File: config.mk
export PLATFORM = sky130hd
export DESIGN_NAME = dram_bank_sched
export DESIGN_NICKNAME = d
export VERILOG_FILES = /design/src/rtl/dram_sched_pkg.sv /design/src/rtl/dram_refresh_timer.sv /design/src/rtl/dram_bank_sched.sv
export SDC_FILE = /design/constraint.sdc
export NUM_CORES = 1
export LEC_CHECK = 0
export BUFFER_PORTS_ARGS = -buffer_cell sky130_fd_sc_hd__buf_2
export CAP_MARGIN = 10
export CORE_ASPECT_RATIO = 1.75
export CORE_MARGIN = 8
export CORE_UTILIZATION = 28
export DETAILED_ROUTE_END_ITERATION = 12
export PLACE_DENSITY = 0.47
export SETUP_SLACK_MARGIN = 0.3
export SKIP_LAST_GASP = 1
export SYNTH_ARGS = -nofsm -noshare
export SYNTH_HDL_FRONTEND = slang
export SYNTH_SLANG_ARGS = --single-unit
File: constraint.sdc
create_clock -name clk -period 6 [get_ports clk]
set_input_delay 1.2 -clock clk [delete_from_list [all_inputs] [get_ports clk]]
set_output_delay 1.2 -clock clk [all_outputs]
set_load 0.01 [all_outputs]
File: src/rtl/dram_sched_pkg.sv
// Shared command encodings and scheduler state type for dram_bank_sched.
package dram_sched_pkg;

    localparam logic [1:0] CMD_ACT = 2'b00;
    localparam logic [1:0] CMD_RW  = 2'b01;
    localparam logic [1:0] CMD_PRE = 2'b10;
    localparam logic [1:0] CMD_REF = 2'b11;

    typedef enum logic [2:0] {
        IDLE,
        PRE,
        ACT,
        RW,
        PRE_ALL,
        REF
    } state_t;

endpackage

File: src/rtl/dram_refresh_timer.sv
// Free-running refresh down-counter; raises pending on expiry, sticky miss on expiry while still pending.
module dram_refresh_timer #(
    parameter int REFRESH_INTERVAL = 1024
) (
    input  logic clk,
    input  logic rst_b,
    input  logic clr,
    output logic pending,
    output logic miss
);

    localparam int TW = $clog2(REFRESH_INTERVAL);
    localparam logic [TW-1:0] RELOAD = TW'(REFRESH_INTERVAL - 1);

    logic [TW-1:0] count_reg;
    logic          pending_reg;
    logic          miss_reg;
    logic          expire;

    assign expire = (count_reg == '0);

    // An expiry in the same cycle as the REF ack re-arms pending and is not a miss.
    always_ff @(posedge clk or negedge rst_b) begin
        if (!rst_b) begin
            count_reg   <= RELOAD;
            pending_reg <= 1'b0;
            miss_reg    <= 1'b0;
        end else begin
            count_reg   <= expire ? RELOAD : count_reg - TW'(1);
            pending_reg <= expire | (pending_reg & ~clr);
            if (expire && pending_reg && !clr) begin
                miss_reg <= 1'b1;
            end
        end
    end

    assign pending = pending_reg;
    assign miss    = miss_reg;

endmodule

File: src/rtl/dram_bank_sched.sv
// Per-bank DRAM command scheduler with open-row tracking and refresh insertion.
// Define DRAM_SCHED_AUTO_PRECHARGE_EN for close-page operation (PRECHARGE after every READ/WRITE).
module dram_bank_sched
    import dram_sched_pkg::*;
#(
    parameter int NUM_OF_BANKS     = 8,
    parameter int NUM_OF_ROWS      = 128,
    parameter int NUM_OF_COLS      = 8,
    parameter int REFRESH_INTERVAL = 1024
) (
    input  logic                            clk,
    input  logic                            rst_b,
    input  logic                            req_val,
    output logic                            req_rdy,
    input  logic                            req_rw,
    input  logic [$clog2(NUM_OF_BANKS)-1:0] req_bank_id,
    input  logic [$clog2(NUM_OF_ROWS)-1:0]  req_row_id,
    input  logic [$clog2(NUM_OF_COLS)-1:0]  req_col_id,
    output logic                            cmd_req,
    input  logic                            cmd_ack,
    output logic [1:0]                      cmd,
    output logic [$clog2(NUM_OF_BANKS)-1:0] cmd_bank_id,
    output logic [$clog2(NUM_OF_ROWS)-1:0]  cmd_row_id,
    output logic [$clog2(NUM_OF_COLS)-1:0]  cmd_col_id,
    output logic                            bank_rw,
    output logic                            done,
    output logic                            refresh_busy,
    output logic                            refresh_miss
);

    localparam int BW  = $clog2(NUM_OF_BANKS);
    localparam int RWD = $clog2(NUM_OF_ROWS);
    localparam int CWD = $clog2(NUM_OF_COLS);

    state_t           state_reg, state_next;
    logic             gap_reg, gap_next;
    logic             started_reg;
    logic             done_reg, done_next;
    logic [BW-1:0]    lat_bank_reg;
    logic [RWD-1:0]   lat_row_reg;
    logic [CWD-1:0]   lat_col_reg;
    logic             lat_rw_reg;
    logic             open_reg [NUM_OF_BANKS];
    logic [RWD-1:0]   row_reg  [NUM_OF_BANKS];
    logic             any_open;
    logic [BW-1:0]    first_open;
    logic             accept, set_open, clr_open, ref_clr;
    logic [BW-1:0]    clr_bank;
    logic             ref_pending, ref_miss;
    logic             cmd_req_int, ack;
    logic [1:0]       cmd_sel;
    logic [BW-1:0]    sel_bank;
    logic [RWD-1:0]   sel_row;
    logic [CWD-1:0]   sel_col;
    logic             sel_rw;
`ifdef DRAM_SCHED_AUTO_PRECHARGE_EN
    logic             post_rw_reg, post_rw_next;
`endif

    dram_refresh_timer #(
        .REFRESH_INTERVAL(REFRESH_INTERVAL)
    ) u_refresh_timer (
        .clk    (clk),
        .rst_b  (rst_b),
        .clr    (ref_clr),
        .pending(ref_pending),
        .miss   (ref_miss)
    );

    // Lowest-numbered open bank drives the precharge-all scan.
    always_comb begin
        any_open   = 1'b0;
        first_open = '0;
        for (int i = NUM_OF_BANKS - 1; i >= 0; i--) begin
            if (open_reg[i]) begin
                any_open   = 1'b1;
                first_open = BW'(i);
            end
        end
    end

    always_comb begin
        cmd_req_int = 1'b0;
        cmd_sel     = CMD_ACT;
        sel_bank    = '0;
        sel_row     = '0;
        sel_col     = '0;
        sel_rw      = 1'b0;
        case (state_reg)
            PRE: begin
                cmd_req_int = !gap_reg;
                cmd_sel     = CMD_PRE;
                sel_bank    = lat_bank_reg;
            end
            ACT: begin
                cmd_req_int = !gap_reg;
                cmd_sel     = CMD_ACT;
                sel_bank    = lat_bank_reg;
                sel_row     = lat_row_reg;
            end
            RW: begin
                cmd_req_int = !gap_reg;
                cmd_sel     = CMD_RW;
                sel_bank    = lat_bank_reg;
                sel_row     = lat_row_reg;
                sel_col     = lat_col_reg;
                sel_rw      = lat_rw_reg;
            end
            PRE_ALL: begin
                cmd_req_int = any_open && !gap_reg;
                cmd_sel     = CMD_PRE;
                sel_bank    = first_open;
            end
            REF: begin
                cmd_req_int = !gap_reg;
                cmd_sel     = CMD_REF;
            end
            default: ;
        endcase
    end

    assign ack     = cmd_ack && cmd_req_int;
    assign req_rdy = started_reg && (state_reg == IDLE) && !ref_pending;
    assign accept  = req_val && req_rdy;

    // gap_next is raised on every ack that leads to another command, forcing one idle cycle.
    always_comb begin
        state_next = state_reg;
        gap_next   = 1'b0;
        done_next  = 1'b0;
        set_open   = 1'b0;
        clr_open   = 1'b0;
        clr_bank   = lat_bank_reg;
        ref_clr    = 1'b0;
`ifdef DRAM_SCHED_AUTO_PRECHARGE_EN
        post_rw_next = post_rw_reg;
`endif
        case (state_reg)
            IDLE: begin
                if (ref_pending) begin
                    state_next = PRE_ALL;
                end else if (accept) begin
`ifdef DRAM_SCHED_AUTO_PRECHARGE_EN
                    post_rw_next = 1'b0;
`endif
                    if (!open_reg[req_bank_id]) begin
                        state_next = ACT;
                    end else if (row_reg[req_bank_id] == req_row_id) begin
                        state_next = RW;
                    end else begin
                        state_next = PRE;
                    end
                end
            end
            PRE: begin
                if (ack) begin
                    clr_open = 1'b1;
                    gap_next = 1'b1;
`ifdef DRAM_SCHED_AUTO_PRECHARGE_EN
                    state_next = post_rw_reg ? IDLE : ACT;
`else
                    state_next = ACT;
`endif
                end
            end
            ACT: begin
                if (ack) begin
                    set_open   = 1'b1;
                    gap_next   = 1'b1;
                    state_next = RW;
                end
            end
            RW: begin
                if (ack) begin
                    done_next = 1'b1;
`ifdef DRAM_SCHED_AUTO_PRECHARGE_EN
                    post_rw_next = 1'b1;
                    gap_next     = 1'b1;
                    state_next   = PRE;
`else
                    state_next = IDLE;
`endif
                end
            end
            PRE_ALL: begin
                if (!any_open) begin
                    state_next = REF;
                end else if (ack) begin
                    clr_open = 1'b1;
                    clr_bank = first_open;
                    gap_next = 1'b1;
                end
            end
            REF: begin
                if (ack) begin
                    ref_clr    = 1'b1;
                    state_next = IDLE;
                end
            end
            default: state_next = IDLE;
        endcase
    end

    always_ff @(posedge clk or negedge rst_b) begin
        if (!rst_b) begin
            state_reg    <= IDLE;
            gap_reg      <= 1'b0;
            started_reg  <= 1'b0;
            done_reg     <= 1'b0;
            lat_bank_reg <= '0;
            lat_row_reg  <= '0;
            lat_col_reg  <= '0;
            lat_rw_reg   <= 1'b0;
        end else begin
            state_reg   <= state_next;
            gap_reg     <= gap_next;
            started_reg <= 1'b1;
            done_reg    <= done_next;
            if (accept) begin
                lat_bank_reg <= req_bank_id;
                lat_row_reg  <= req_row_id;
                lat_col_reg  <= req_col_id;
                lat_rw_reg   <= req_rw;
            end
        end
    end

`ifdef DRAM_SCHED_AUTO_PRECHARGE_EN
    always_ff @(posedge clk or negedge rst_b) begin
        if (!rst_b) begin
            post_rw_reg <= 1'b0;
        end else begin
            post_rw_reg <= post_rw_next;
        end
    end
`endif

    genvar gi;
    generate
        for (gi = 0; gi < NUM_OF_BANKS; gi++) begin : g_bank
            always_ff @(posedge clk or negedge rst_b) begin
                if (!rst_b) begin
                    open_reg[gi] <= 1'b0;
                    row_reg[gi]  <= '0;
                end else if (set_open && lat_bank_reg == BW'(gi)) begin
                    open_reg[gi] <= 1'b1;
                    row_reg[gi]  <= lat_row_reg;
                end else if (clr_open && clr_bank == BW'(gi)) begin
                    open_reg[gi] <= 1'b0;
                end
            end
        end
    endgenerate

    assign cmd_req      = cmd_req_int;
    assign cmd          = cmd_req_int ? cmd_sel  : 2'b00;
    assign cmd_bank_id  = cmd_req_int ? sel_bank : '0;
    assign cmd_row_id   = cmd_req_int ? sel_row  : '0;
    assign cmd_col_id   = cmd_req_int ? sel_col  : '0;
    assign bank_rw      = cmd_req_int && sel_rw;
    assign done         = done_reg;
    assign refresh_busy = ref_pending;
    assign refresh_miss = ref_miss;

endmodule
Yosys cells after proc, flatten, opt, wreduce, memory -nomap -nowiden. Cells that the tools add are included.

Flip-flop bits (word level): 96. Word-level logic and storage cells: 172. Output and inout port bits: 21. Input port bits: 18.

Muxes and demuxes: 68. Equality and inequality tests: 25. $lt $le $gt $ge: 1. Reductions and logical operators: 46. $add $sub $neg: 1. Bitwise gates (word level): 4.

Operators by type and width (number): $mux 3 (20); $mux 1 (32); $eq 3x3->1 const B (10); $mux 7 (4); $logic_and 1x1->1 (24); $bmux 7 s3 (1); $eq 3x2->1 const B (6); $reduce_bool 2->1 (8); $pmux 3 s5 (1); $logic_not 10->1 (1); $mux 10 (1); $sub 10x1->10 const B (1); $eq 3x1->1 const B (3); $logic_not 3->1 (3); $reduce_or 2->1 (4); $eq 7x7->1 (1); $mux 2 (3); $ne 2x2->1 const B (3); $pmux 1 s2 (3); $pmux 2 s3 (1); $pmux 3 s2 (1); $reduce_and 5->1 (1); $ge 4x4->1 const B (1); $not 3->4 (1); other kinds (9) (11).

Longest topological paths before layout.
Depth in word-level cells: 18. Mapped depth: 8. Depth with buffers taken out: 6.

By module. Synthesis repeated with hierarchy kept, for this count alone.

Cells, all modules: 376. Area total of the unflattened synthesis: 4802.1 um2.

By module, submodules not included: dram_bank_sched (area an instance 4262.8 um2, instances 1, seq. area each 2102.0 um2, cells an instance 329); dram_refresh_timer (area an instance 539.3 um2, instances 1, seq. area each 312.8 um2, cells an instance 47).

Least setup slack after synthesis. OpenSTA, ideal clock, no wires.

Kind: input-to-reg. From: in req_bank_id[0]. To: reg state_reg[1]. Data arrival time: 2720 ps. Buffers on the path: 2. Cell stages on the path: 7. Slack: 3202 ps. Cells stage by stage: buf_2 buf_2 mux4_2 mux2i_1 xor2_1 nand4_1 o2bb2ai_1.

Word-level cells in the longest chain between the ends: 10.

RTL lines: from (decl) (line dram_bank_sched.sv:16) `input logic [$clog2(NUM_OF_BANKS)-1:0] req_bank_id,`; $not 3->4 (not written as such) * (line dram_bank_sched.sv:146, dram_bank_sched.sv:148); $bmux 7 s3 (line dram_bank_sched.sv:148) `end else if (row_reg[req_bank_id] == req_row_id) begin`; $mux 7 (not written as such) (2 in a row) (line dram_bank_sched.sv:148); $eq 7x7->1 (line dram_bank_sched.sv:148); $mux 2 (line dram_bank_sched.sv:148); $mux 2 * (line dram_bank_sched.sv:146) `if (!open_reg[req_bank_id]) begin`; $mux 3 * (line dram_bank_sched.sv:142) `end else if (accept) begin`; $mux 3 * (line dram_bank_sched.sv:140) `if (ref_pending) begin`; $pmux 3 s5 * (line dram_bank_sched.sv:138) `case (state_reg)`; to (signal assigned) (line dram_bank_sched.sv:215) `state_reg <= state_next;`; to (decl) (line dram_bank_sched.sv:35) `state_t state_reg, state_next;`.

Every way passes the cells marked *; elsewhere a longest branch is shown, timed or not. The select of a mux whose other input is x is not followed. A chain may end at the register's enable or synchronous reset.

Worst setup path in the final report.
From: reg open_reg[1] in the netlist's numbering. To: out cmd[1].

Word-level cells in the longest chain between the ends: 10.

RTL lines: from (decl) (line dram_bank_sched.sv:43) `logic open_reg [NUM_OF_BANKS];`; from (signal, indexed assignment) (line dram_bank_sched.sv:243) `open_reg[gi] <= 1'b0;`; from (signal, indexed assignment) (line dram_bank_sched.sv:246) `open_reg[gi] <= 1'b1;`; from (signal, indexed assignment) (line dram_bank_sched.sv:249) `open_reg[gi] <= 1'b0;`; $mux 1 (7 in a row) (line dram_bank_sched.sv:75) `if (open_reg[i]) begin`; $logic_and 1x1->1 (line dram_bank_sched.sv:110) `cmd_req_int = any_open && !gap_reg;`; $pmux 1 s2 (line dram_bank_sched.sv:89) `case (state_reg)`; $mux 2 (line dram_bank_sched.sv:256) `assign cmd = cmd_req_int ? cmd_sel : 2'b00;`; to (decl) (line dram_bank_sched.sv:21) `output logic [1:0] cmd,`.

Every way passes these cells.

==> results.md <==
* Run status: finished, final reports clean
* TritonCTS clock tree: yes
* Critical Path Sink Type: output pin
* Maximum number of pins on one net before global-route repair at 51
* Setup repair after global routing missed its margin: no
* Count of input and output buffers at 38
* Register Area at 0.00241 sq mm
* Die W at 116 microns
* Die height at 190 microns
* Sw power at 0.639 mW
* Placer congestion estimate at 0.779
* Proportion of synthesized chip area in sequential cells at 49.8%
* Vias in the first global route at 3453
* Power density over the cells at 331 mW/mm^2
* Starting density of the core at 28.6%
* Overall Global Routing Usage at 11.5%
* Synthesized-area fraction occupied by xor and xnor cells at 2.71%
* Kind of start point of the critical path: register
* Net count after synthesis at 422
* ANT cells at 0
* Top achievable clock speed at 290 MHz
* Clk pwr share at 30.0%
* Wire length reported by the detailed router at 11900 microns
* CTS Hold Buffers Added at 0
* Max transition margin at 48.0%
* DR DRC count at 0
* Post-route ant nets at 0
* CTS-repair resized insts at 0
* Syn-to-layout area delta at 13.8%
* Unique cell type count in the Yosys netlist at 57
* Worst path slowest cell: sky130_fd_sc_hd__nor4_2
* Pre-CTS setup slack at 2.77 ns
* Number of rows in the core area at 63
* Router iterations before antenna repair at 4
* Nets@finish at 449
* Critical path buffer and inverter count at 1
* DP Wirelength at 8360 microns
* Path category of the worst min-delay check: reg -> reg
* Final setup violating endpoints at 0
* Yosys warning total at 0
* Switch share at 35.0%
* Most common cell after layout, fill and taps aside: sky130_fd_sc_hd__dfrtp_1
* Main combinational cell family by area after synthesis: multiplexers
* Average size of a mapped cell at 12.0 sq um
* Clock sink count at 96
* Clock root cell: sky130_fd_sc_hd__clkbuf_16
* Wire length of the first global-routing pass at 19300 microns
* Die footprint at 0.0220 sq mm
* Clock slew at reported path FFs at 0.07 ns
* Multi-input gate area at 0.00230 sq mm
* Adder-cell share of the synthesized area at 0.258%
* Simple-gate area share of the yosys netlist at 14.8%
* Number of enable flip-flop cells after synthesis at 0
* Clock latency at the later pin of the worst-skew pair at 0.35 ns
* Post-synthesis instance total at 403
* H-Tree Depth at 3
* Number of inserted filler cells in the final layout at 1713
* Synthesized flop and latch total at 96
* Vias after detailed routing at 3203
* Number of top-level pins at 39
* Worst Path Class, Setup: reg -> out
* Vias per std cell at 4.84
* Leak pwr at 2.58 nW
* Measured slew at the worst slew-check pin at 0.778 ns
* Worst clock skew at 0.00772 ns
* Cells along the critical path: nor4_2 > nand2_1 > a21oi_1 > o21ai_0 > nand2b_1 > nor3_1 > buf_2
* Clock period minus final worst setup slack at 3.44 ns
* Max FFs per register at 56
* Final WS setup at 2.56 ns
* Top delay family on crit path: simple AND/OR/NAND/NOR gates
* CTS Buf Count at 9
* Data arrival time at the worst-slack endpoint at 2.24 ns
* Multiplexer share of the synthesized area at 23.4%
* Final-report hold violation count at 0
* Share of post-route cells with drive strength above 1 at 35.6%
* Most frequent cells in the layout: 86 x sky130_fd_sc_hd__dfrtp_1, 62 x sky130_fd_sc_hd__mux2_2, 39 x sky130_fd_sc_hd__nand2_1, 37 x sky130_fd_sc_hd__buf_2, 22 x sky130_fd_sc_hd__nor2_1
* Maximum vdd drop at 0.151 mV
* Number of setup buffers added after CTS at 0
* Dominant register cell in the synthesized netlist: sky130_fd_sc_hd__dfrtp_1
* Fin Setup TNS at 0 ns
* Portion of total power attributed to combinational logic at 23.8%
* Wire per inst at 18.0 microns
* Fin. max-slew vios at 0
* Post-synth design cell area at 0.00485 sq mm
* Share of the cycle needed by the critical path after routing at 57.4%
* Fraction of registers with async set or reset after synthesis at 100%
* Crit Path Max Fanout at 5
* Max-capacitance violation count at 0
* Data required time of the critical path at 4.80 ns
* Buffers from clock root to sink, at most at 2
* Sequential Power Share at 46.1%
* Grt total ovfl at 0
* Detailed router's first-iteration violation count at 119
* Complex-gate fraction of the synthesized area at 6.21%
* Initial antenna violation count at 0
* Area inside the core boundary at 0.0169 sq mm
* Pint at 1.19 mW
* Worst path max stage delay at 0.56 ns
==> stage by stage <==
step,cell area [sq um],instances,utilization (%),power [mW],hold WS (ns)
floorplan,4850,403,-,1.14,0.441
global placement,5240,646,30.9,1.29,0.454
finish,5520,662,32.6,1.83,0.473
global route,5520,662,32.6,1.94,0.490
detailed placement,5240,646,30.9,1.30,0.462
CTS,5520,662,32.6,1.85,0.481
==> power by group through the flow <==
stage | Combinational, mW | Sequential [mW] | Clock (mW)
5_1_grt | 0.487 | 0.861 | 0.591
3_3_place_gp | 0.437 | 0.853 | 0
4_1_cts | 0.443 | 0.845 | 0.565
3_5_place_dp | 0.440 | 0.857 | 0
6_report | 0.436 | 0.844 | 0.549
2_1_floorplan | 0.387 | 0.757 | 0
==> kinds of logic (layout without fill, tap and decap cells) <==
| kind of cell | after synthesis | in the layout |
|---|---|---|
| flops | 96 | 96 |
| other cells | 1 | 1 |
| mux | 88 | 88 |
| compound gates | 45 | 45 |
| simple gates | 124 | 124 |
| buf+inv | 33 | 65 |
| xor+xnor | 15 | 15 |
| fa+ha+maj | 1 | 1 |
==> layout make-up <==
type,count,area share (%)
Inverter,9,0.612
Multi-Input combinational cell,274,41.7
Clock buffer,9,4.08
Clock inverter,7,0.997
Timing Repair Buffer,40,3.76
Tap cell,227,5.14
Sequential cell,96,43.7
==> synth_stat cells, types with 4 or more instances <==
master | count | area, sq um
sky130_fd_sc_hd__dfrtp_1 | 86 | 2150
sky130_fd_sc_hd__mux2_2 | 62 | 698
sky130_fd_sc_hd__nand2_1 | 39 | 146
sky130_fd_sc_hd__nor2_1 | 22 | 82.6
sky130_fd_sc_hd__clkbuf_1 | 15 | 56.3
sky130_fd_sc_hd__mux4_2 | 14 | 315
sky130_fd_sc_hd__and2_1 | 13 | 81.3
sky130_fd_sc_hd__a21oi_1 | 11 | 55.1
sky130_fd_sc_hd__mux2i_1 | 11 | 110
sky130_fd_sc_hd__dfstp_2 | 10 | 263
sky130_fd_sc_hd__xor2_1 | 10 | 87.6
sky130_fd_sc_hd__inv_1 | 9 | 33.8
sky130_fd_sc_hd__o21ai_0 | 8 | 40.0
sky130_fd_sc_hd__buf_2 | 5 | 25.0
sky130_fd_sc_hd__nor2b_1 | 5 | 31.3
sky130_fd_sc_hd__or4_1 | 5 | 37.5
sky130_fd_sc_hd__xnor2_1 | 5 | 43.8
sky130_fd_sc_hd__nand2b_1 | 4 | 25.0
sky130_fd_sc_hd__nand3_1 | 4 | 20.0
sky130_fd_sc_hd__nand3b_1 | 4 | 30.0
sky130_fd_sc_hd__nand4_1 | 4 | 25.0
sky130_fd_sc_hd__nor3_1 | 4 | 20.0
==> path summary, 6_finish.rpt <==
check / cells after the start / startpoint / slack, ns / endpoint
worst max-delay path: 7 / open_reg[1]$_DFFE_PN0P_ / 2.56 / cmd[1]
max in group asynchronous: 2 / rst_b / 4.05 / lat_bank_reg[2]$_DFFE_PN0P_
min in group asynchronous: 1 / rst_b / 0.89 / row_reg[17]$_DFFE_PN0P_
worst min-delay path: 1 / u_refresh_timer.miss$_DFFE_PN0P_ / 0.47 / u_refresh_timer.miss$_DFFE_PN0P_
worst max register to register: 4 / state_reg[1]$_DFFE_PN0P_ / 3.34 / row_reg[43]$_DFFE_PN0P_
worst min register to register: 1 / u_refresh_timer.miss$_DFFE_PN0P_ / 0.47 / u_refresh_timer.miss$_DFFE_PN0P_
==> per-layer routing <==
| metal | GRT usage, % | share of wire [%] |
|---|---|---|
| met5 | 0 | 0 |
| met4 | 4.42 | 1.6 |
| met3 | 1.87 | 3.1 |
| met2 | 20.5 | 53 |
| met1 | 13.3 | 42 |
No activity file was read; power rests on OpenSTA's default activity.
